==> src/rtl/comm_arbiter_pkg.sv <==
`default_nettype none
// ============================================================================
// Module   : comm_pkg
// Brief    : Shared types and constants for the UART command arbiter.
// Revision : 1.0 - initial release
// ============================================================================
package comm_pkg;

    localparam int CMD_W = 16;
    localparam int RSP_W = 8;
    localparam logic [RSP_W-1:0] TMO_RESP = 8'hFF;

    typedef enum logic [1:0] {
        IDLE     = 2'd0,
        SEND     = 2'd1,
        WAIT_TX  = 2'd2,
        WAIT_RSP = 2'd3
    } comm_state_t;

endpackage
`default_nettype wire

==> src/rtl/comm_arbiter_if.sv <==
`default_nettype none
// ============================================================================
// Module   : comm_arbiter_if
// Brief    : Requester-side and comm-master-side signals of the arbiter.
// Revision : 1.0 - initial release
// ============================================================================
interface comm_arbiter_if #(
    parameter int NUM_REQ = 4
);
    import comm_pkg::*;

    logic [NUM_REQ-1:0]       req;
    logic [NUM_REQ*CMD_W-1:0] req_cmd;
    logic [NUM_REQ-1:0]       gnt;
    logic [NUM_REQ-1:0]       done;
    logic [RSP_W-1:0]         resp;
    logic                     tmo;

    logic                     snd_cmd;
    logic [CMD_W-1:0]         cmd;
    logic                     cmd_cmplt;
    logic                     rdy;
    logic [RSP_W-1:0]         rx_data;
    logic                     clr_rdy;

    // master: the arbiter itself; slave: requesters plus the comm master
    modport master (
        input  req, req_cmd, cmd_cmplt, rdy, rx_data,
        output gnt, done, resp, tmo, snd_cmd, cmd, clr_rdy
    );

    modport slave (
        output req, req_cmd, cmd_cmplt, rdy, rx_data,
        input  gnt, done, resp, tmo, snd_cmd, cmd, clr_rdy
    );

endinterface
`default_nettype wire

==> src/rtl/comm_arbiter_rr_pick.sv <==
`default_nettype none
// ============================================================================
// Module   : comm_rr_pick
// Brief    : Combinational round-robin selector, searching upward from ptr+1.
// Revision : 1.0 - initial release
// ============================================================================
module comm_rr_pick #(
    parameter  int NUM_REQ = 4,
    localparam int IDX_W   = $clog2(NUM_REQ)
) (
    input  logic [NUM_REQ-1:0] req,
    input  logic [IDX_W-1:0]   ptr,
    output logic               any,
    output logic [IDX_W-1:0]   win_idx
);

    // Walk from the farthest candidate to the nearest so the nearest hit wins.
    always_comb begin
        any     = |req;
        win_idx = '0;
        for (int k = NUM_REQ; k >= 1; k--) begin
            if (req[(int'(ptr) + k) % NUM_REQ]) begin
                win_idx = IDX_W'((int'(ptr) + k) % NUM_REQ);
            end
        end
    end

endmodule
`default_nettype wire

==> src/rtl/comm_arbiter.sv <==
`default_nettype none
// ============================================================================
// Module   : comm_arbiter
// Brief    : Round-robin sharing of one UART command master among requesters.
//            Define COMM_TMO_EN to enable the response timeout path.
// Revision : 1.0 - initial release
// ============================================================================
module comm_arbiter #(
    parameter int NUM_REQ    = 4,
    parameter int TMO_CYCLES = 50000
) (
    input  logic          clk,
    input  logic          rst,
    comm_arbiter_if.master bus
);
    import comm_pkg::*;

    localparam int IDX_W = $clog2(NUM_REQ);

    comm_state_t         r_state;
    comm_state_t         w_state_nxt;
    logic [IDX_W-1:0]    r_idx;
    logic [IDX_W-1:0]    r_ptr;
    logic [IDX_W-1:0]    w_win_idx;
    logic                w_any;
    logic [NUM_REQ-1:0]  r_gnt;
    logic [NUM_REQ-1:0]  r_done;
    logic [CMD_W-1:0]    r_cmd;
    logic [RSP_W-1:0]    r_resp;
    logic                w_snd_cmd;
    logic                w_clr_rdy;
    logic                w_rsp_ok;
    logic                w_tmo_hit;
    logic                w_finish;

    comm_rr_pick #(
        .NUM_REQ (NUM_REQ)
    ) u_pick (
        .req     (bus.req),
        .ptr     (r_ptr),
        .any     (w_any),
        .win_idx (w_win_idx)
    );

    assign w_rsp_ok = (r_state == WAIT_RSP) && bus.rdy;
    assign w_finish = w_rsp_ok || w_tmo_hit;

`ifdef COMM_TMO_EN
    localparam int              CNT_W    = $clog2(TMO_CYCLES);
    localparam logic [CNT_W-1:0] CNT_LAST = CNT_W'(TMO_CYCLES - 1);

    logic [CNT_W-1:0] r_cnt;
    logic             r_tmo;

    // rdy in the same cycle as the last count takes priority over timeout
    assign w_tmo_hit = (r_state == WAIT_RSP) && !bus.rdy && (r_cnt == CNT_LAST);

    always_ff @(posedge clk) begin
        if (rst) begin
            r_cnt <= '0;
        end else if ((r_state == WAIT_TX) && bus.cmd_cmplt) begin
            r_cnt <= '0;
        end else if ((r_state == WAIT_RSP) && (r_cnt != CNT_LAST)) begin
            r_cnt <= r_cnt + CNT_W'(1);
        end
    end

    always_ff @(posedge clk) begin
        if (rst) begin
            r_tmo <= 1'b0;
        end else if (w_finish) begin
            r_tmo <= !w_rsp_ok;
        end
    end

    assign bus.tmo = r_tmo;
`else
    assign w_tmo_hit = 1'b0;
    assign bus.tmo   = 1'b0;
`endif

    always_ff @(posedge clk) begin
        if (rst) begin
            r_state <= IDLE;
        end else begin
            r_state <= w_state_nxt;
        end
    end

    always_comb begin
        w_state_nxt = r_state;
        w_snd_cmd   = 1'b0;
        w_clr_rdy   = 1'b0;
        case (r_state)
            IDLE: begin
                if (w_any) begin
                    w_state_nxt = SEND;
                end
            end
            SEND: begin
                // clr_rdy here discards any byte left over from earlier traffic
                w_snd_cmd   = 1'b1;
                w_clr_rdy   = 1'b1;
                w_state_nxt = WAIT_TX;
            end
            WAIT_TX: begin
                if (bus.cmd_cmplt) begin
                    w_state_nxt = WAIT_RSP;
                end
            end
            WAIT_RSP: begin
                w_clr_rdy = bus.rdy;
                if (w_finish) begin
                    w_state_nxt = IDLE;
                end
            end
            default: begin
                w_state_nxt = IDLE;
            end
        endcase
    end

    always_ff @(posedge clk) begin
        if (rst) begin
            r_idx  <= '0;
            r_ptr  <= IDX_W'(NUM_REQ - 1);
            r_gnt  <= '0;
            r_done <= '0;
            r_cmd  <= '0;
            r_resp <= '0;
        end else begin
            r_done <= '0;
            if ((r_state == IDLE) && w_any) begin
                r_idx <= w_win_idx;
                r_cmd <= bus.req_cmd[w_win_idx*CMD_W +: CMD_W];
                r_gnt <= NUM_REQ'(1) << w_win_idx;
            end
            if (w_finish) begin
                r_resp <= w_rsp_ok ? bus.rx_data : TMO_RESP;
                r_done <= r_gnt;
                r_gnt  <= '0;
                r_ptr  <= r_idx;
            end
        end
    end

    assign bus.gnt     = r_gnt;
    assign bus.done    = r_done;
    assign bus.resp    = r_resp;
    assign bus.snd_cmd = w_snd_cmd;
    assign bus.cmd     = r_cmd;
    assign bus.clr_rdy = w_clr_rdy;

endmodule
`default_nettype wire

==> src/flat_wrapper.sv <==
// flat-port wrapper written by rule: the top's interface ports become plain ports
module comm_arbiter_flat import comm_pkg::*;
#(
    parameter int NUM_REQ    = 4,
    parameter int TMO_CYCLES = 50000
)
  (clk, rst, bus_req, bus_req_cmd, bus_cmd_cmplt, bus_rdy, bus_rx_data, bus_gnt, bus_done, bus_resp, bus_tmo, bus_snd_cmd, bus_cmd, bus_clr_rdy);
  comm_arbiter_if #(.NUM_REQ(NUM_REQ)) bus_i ();
  input  logic clk;
  input  logic rst;
  input wire logic [$bits(bus_i.req)-1:0] bus_req;
  input wire logic [$bits(bus_i.req_cmd)-1:0] bus_req_cmd;
  input wire logic [$bits(bus_i.cmd_cmplt)-1:0] bus_cmd_cmplt;
  input wire logic [$bits(bus_i.rdy)-1:0] bus_rdy;
  input wire logic [$bits(bus_i.rx_data)-1:0] bus_rx_data;
  output wire logic [$bits(bus_i.gnt)-1:0] bus_gnt;
  output wire logic [$bits(bus_i.done)-1:0] bus_done;
  output wire logic [$bits(bus_i.resp)-1:0] bus_resp;
  output wire logic [$bits(bus_i.tmo)-1:0] bus_tmo;
  output wire logic [$bits(bus_i.snd_cmd)-1:0] bus_snd_cmd;
  output wire logic [$bits(bus_i.cmd)-1:0] bus_cmd;
  output wire logic [$bits(bus_i.clr_rdy)-1:0] bus_clr_rdy;
  assign bus_i.req = bus_req;
  assign bus_i.req_cmd = bus_req_cmd;
  assign bus_i.cmd_cmplt = bus_cmd_cmplt;
  assign bus_i.rdy = bus_rdy;
  assign bus_i.rx_data = bus_rx_data;
  assign bus_gnt = bus_i.gnt;
  assign bus_done = bus_i.done;
  assign bus_resp = bus_i.resp;
  assign bus_tmo = bus_i.tmo;
  assign bus_snd_cmd = bus_i.snd_cmd;
  assign bus_cmd = bus_i.cmd;
  assign bus_clr_rdy = bus_i.clr_rdy;
  comm_arbiter #(.NUM_REQ(NUM_REQ), .TMO_CYCLES(TMO_CYCLES)) u_core (.clk(clk), .rst(rst), .bus(bus_i));
endmodule
==> config.mk <==
export PLATFORM = sky130hd
export DESIGN_NAME = comm_arbiter_flat
export DESIGN_NICKNAME = d
export VERILOG_FILES = /design/src/rtl/comm_arbiter_pkg.sv /design/src/rtl/comm_arbiter_if.sv /design/src/rtl/comm_arbiter_rr_pick.sv /design/src/rtl/comm_arbiter.sv /design/src/flat_wrapper.sv
export SDC_FILE = /design/constraint.sdc
export NUM_CORES = 1
export LEC_CHECK = 0
export CAP_MARGIN = 30
export CORE_MARGIN = 5
export CORE_UTILIZATION = 35
export CTS_BUF_LIST = sky130_fd_sc_hd__clkbuf_2 sky130_fd_sc_hd__clkbuf_4 sky130_fd_sc_hd__clkbuf_8
export DETAILED_ROUTE_END_ITERATION = 7
export PLACE_DENSITY = 0.78
export SLEW_MARGIN = 30
export SYNTH_ARGS = -nofsm -noshare
export SYNTH_HDL_FRONTEND = slang
export SYNTH_HIERARCHICAL = 1
export SYNTH_SLANG_ARGS = --single-unit
==> constraint.sdc <==
create_clock -name clk -period 2.1 [get_ports clk]
set_input_delay 0.63 -clock clk [delete_from_list [all_inputs] [get_ports clk]]
set_output_delay 0.63 -clock clk [all_outputs]
set_load 0.01 [all_outputs]
Word-level counts from Yosys, hierarchy flattened
Cells that the tools add are included.
Storage, ports and cells
  logic and storage cells: 61
  register bits: 38
  input port bits: 80
  output and inout port bits: 35
Operators by class
  equality and inequality tests: 6
  $lt $le $gt $ge: 4
  add/sub/neg operators: 4
  reduce and logical (&&, ||, !) cells: 11
  shift operators: 2
  mux-type cells: 22
  bitwise gates (word level): 5
Operators by type and width (count)
  indexed part select 64 x 7 -> 16 bit: 1
  less-than comparator 3 x 4 -> 1 bit (second input constant): 4
  two-way mux 2 bit: 7
  OR reduction 2 bit: 6
  two-way mux 1 bit: 9
  binary-select mux 1 bit (select 2 bit): 4
  one-hot mux 2 bit (4 select lines): 1
  adder 2 x 1 -> 2 bit (second input constant): 2
  adder 2 bit (second input constant): 2
  AND 1 bit (first input constant): 4
  equality test 2 bit (second input constant): 2
  != test 2 x 1 -> 1 bit (second input constant): 2
  OR reduction 4 bit: 1
  left shift 1 x 2 -> 4 bit (first input constant): 1
  AND reduction 3 bit: 1
  equality test 2 x 1 -> 1 bit (second input constant): 1
  logical AND 1 bit: 2
  logical NOT 2 bit: 1
  != test 2 bit (second input constant): 1
  one-hot mux 1 bit (2 select lines): 1
  inverter 1 bit: 1

Depth between registers and ports, before layout
  depth in word-level cells: 11
  depth in mapped cells: 7

Hierarchy
The synthesis kept the hierarchy.
By module, submodules not included
  comm_arbiter: cells each 170, times used 1, area each 1803.0 µm²
  comm_rr_pick: cells each 14, times used 1, area each 91.3 µm²

Worst setup path after synthesis
Ideal clock, no wire load.
  path type: input to register
  from: in bus_req[2]
  to: reg u_core.r_cmd[10], in the netlist u_core/bus.cmd[10]
  setup time: 122 ps
  stages: 7
  arrival: 1933 ps
  slack: 45 ps
  required time: 1978 ps
  cell sequence: and2b_1 -> a21oi_2 -> o221ai_2 -> buf_6 -> mux4_2 -> nand2_1 -> a21oi_2
On the way
  cells in the longest elaborated chain, start to end: 8
  elaborated cells on any way between the ends: 19
  classes of those cells: shift: 1; mux: 16; reduce/logical: 2
RTL lines
  start: declaration: RTL line flat_wrapper.sv:11  | input wire logic [$bits(bus_i.req)-1:0] bus_req;
  binary-select mux 1 bit (select 2 bit): RTL line comm_arbiter_rr_pick.sv:22  | if (req[(int'(ptr) + k) % NUM_REQ]) begin
  two-way mux 1 bit (not written as such) (2 in a row): RTL line comm_arbiter_rr_pick.sv:22
  two-way mux 2 bit (3 in a row): RTL line comm_arbiter_rr_pick.sv:22
  two-way mux 2 bit (*): RTL line comm_arbiter_rr_pick.sv:22
  via u_core.w_win_idx[0]: RTL line comm_arbiter.sv:24  | logic [IDX_W-1:0] w_win_idx;
  indexed part select 64 x 7 -> 16 bit (*): RTL line comm_arbiter.sv:135  | r_cmd <= bus.req_cmd[w_win_idx*CMD_W +: CMD_W];
  end signal: assignment: RTL line comm_arbiter.sv:135
  end: declaration: RTL line comm_arbiter.sv:28  | logic [CMD_W-1:0] r_cmd;
Mark *: on every way through the listed nets, which the timed path passes. The rest lies on a longest branch. The select of a mux whose other input is x is not followed.
A chain may end at the register's enable or synchronous reset.

Final worst setup path
  from: in bus_req[2]
  to: reg u_core.r_cmd[2], in the netlist u_core/bus.cmd[2]
Same word-level chain as after synthesis.

==> metrics.yaml <==
fin_skew_ns: 0.00762
first_iter_violations: 61
ys_ff_latch: 38
ir_drop_v: 0.000495
cap_viol_max_count: 0
areaGrowthSynthToFinish_pct: 74.8
wl_per_cell_um: 13.8
core_region_area_mm2: 0.00517
grt_pass1_vias: 1903
syn_inst: 184
fmax_mhz: 494
design.die.area_mm2: 0.00698
hp-class: "reg2reg"
placed_cell_area_mm2: 0.00319
rsz0062_at_grt: "false"
tns_ns: 0
p_per_area_mw_per_mm2: 806
start_util_pct: 36.6
status: "completed"
path_clk_slew_ns: 0.07
antennaDiodeCount: 0
drive_above_1_share_pct: 21.4
grt_pass1_wl_um: 8630
n_fill_cell: 435
cts.sinks: 38
leakagePower_nw: 1.25
critPathArrivalTime_ns: 2.19
fin_cells: 379
yosysWarnings: 6
io_buffer_count: 113
synth_cell_types: 28
htreeDepth: 2
syn_area_mm2: 0.00189
dr_total_vias: 1817
clock_latency_ns: 0.28
drc: 0
p_total_w: 0.00267
end_kind: "register"
synth.area.top_cells: "dfxtp_1 40%, mux4_2 18%, nand2_1 8.5%"
numCtsBuffers: 5
ctsHoldBuffers: 0
io_pins: 115
yosysSeqAreaShare_pct: 40.2
gr-total-overflow: 0
final_hold_viol_count: 0
worst_slew_pin_slew_ns: 0.653
die_h_um: 83.6
setup_violations: 0
clockBufferDepth: 2
synth_top_area_share_pct: 40.2
syn-num-nets: 268
netlist.top_cell.by_area: "dfxtp_1"
antenna_left: 0
dp_cells: 369
fp.dieW_um: 83.6
avgSynthCellArea_um2: 10.3
cts-root-buf: "clkbuf_8"
antenna_found_initial: 0
rows: 26
slew_headroom_pct: 56.5
fin_crit_ns: 2.02
worstSetupPathType: "in2reg"
final_area_mm2: 0.00331
routed_wl_um: 5230
worstPathMaxFanout: 10
crit_required_ns: 2.27
firstDrtPassIters: 4
dp_hpwl_um: 4260
grt_max_degree: 17
cts_tree: "done"
routabilityCongestion: 0.759
layout.nets: 393
drv_slew: 0
period_share_pct: 96.4
track_usage_pct: 15.0
crit_path_start_kind: "input port"
viasPerCell: 4.79
## cell usage in the layout (no fill, tap or decap), types with 2 or more instances in the layout
cell type,count
a21oi_2,12
buf_12,2
buf_4,13
inv_1,5
clkinv_2,2
nor2_1,3
nand3b_1,2
dfxtp_1,37
mux4_2,15
buf_6,2
dlygate4sd2_1,2
nand2b_1,7
ha_1,4
nand2_2,6
a31oi_1,2
and2_1,5
clkbuf_8,5
clkdlybuf4s15_2,2
nand2_1,37
o22a_1,2
a22o_1,8
clkdlybuf4s50_1,108
a21oi_1,14
## cells in the mapped netlist
library cell	count
and2b_1	1
conb_1	1
a31oi_1	2
clkbuf_1	2
mux4_1	1
a21oi_1	15
nor2_1	3
dfxtp_1	38
ha_1	4
or3_1	1
mux2i_1	2
or2_2	1
o22a_1	2
nand3_1	1
buf_4	3
buf_2	5
buf_6	2
nand3b_1	2
nand2b_1	8
inv_1	5
o221ai_2	1
o21a_1	1
a22o_1	8
mux4_2	15
nand2_1	43
a21oi_2	11
o221a_2	1
and2_1	5
## registers in the layout, summed over array words and instances (netlist names)
signal	cells
u_core/r_ptr	2
u_core/r_state	2
u_core/bus.cmd	16
u_core/r_idx	2
u_core/bus.gnt	4
u_core/bus.resp	8
u_core/bus.done	4
## critical path: stages
cell and delay (ns):
clkdlybuf4s15_2 0.19, and2b_1 0.22, a21oi_2 0.05, o221ai_4 0.27, buf_12 0.18, mux4_2 0.51, nand2_1 0.08, a21oi_1 0.06
## logic make-up after synthesis
family | Yosys count | share of synthesized area [%]
compound gates | 41 | 16.1
fa+ha+maj | 4 | 2.64
buf+inv | 17 | 5.09
flops | 38 | 40.2
mux | 18 | 20.3
other cells | 1 | 0.198
simple gates | 65 | 15.5
## through the flow
stage	setup slack, ns	util [%]	hold WS (ns)
final	0.0757	64.0	0.454
after global routing	0.00442	64.0	0.479
after CTS	0.000849	64.8	0.454
after detailed placement	-0.527	61.7	0.444
after global placement	-0.471	61.7	0.439
after floorplan	0.0448	-	0.436
## power breakdown
group          total, W  switching, W  internal [W]
registers      0.000948     0.0000859      0.000862
logic           0.00126      0.000568      0.000694
clock network  0.000458      0.000236      0.000223
total           0.00267      0.000889       0.00178
## per-layer routing
metal	part of all wire (%)	routed length, um	up-vias	GRT usage, %
met5	0	0	-	0
met4	0.52	27	0	4.39
met3	9.0	472	2	4.74
met2	56	2900	73	29.6
met1	35	1830	843	14.7
li1	-	-	899	-
## area by class of cell
cell class | instances | area [um2] | share of cell area [%]
timing repair buffer | 130 | 1290 | 38.8
multi-input combinational | 129 | 1080 | 32.6
sequential | 38 | 762 | 23.0
tap | 70 | 87.6 | 2.64
clock buffer | 5 | 68.8 | 2.08
inverter | 5 | 18.8 | 0.567
clock inverter | 2 | 10.0 | 0.302
## what timing repair did
item,CTS,global route
pin swaps,6,3
resized for setup,20,4
setup endpoints to repair,18,13
gates cloned,1,0
setup buffers,4,0
## final timing paths
kind	startpoint	to	slack (ns)	cells after the start
max	bus_req[2]	u_core/bus.cmd[2]$_SDFFE_PP0P_	0.08	8
min	u_core/bus.cmd[3]$_SDFFE_PP0P_	u_core/bus.cmd[3]$_SDFFE_PP0P_	0.45	2
max reg2reg	u_core/r_ptr[1]$_SDFFE_PP1P_	u_core/bus.cmd[2]$_SDFFE_PP0P_	0.19	7
min reg2reg	u_core/bus.cmd[3]$_SDFFE_PP0P_	u_core/bus.cmd[3]$_SDFFE_PP0P_	0.45	2
(Power assumes the default switching activity.)
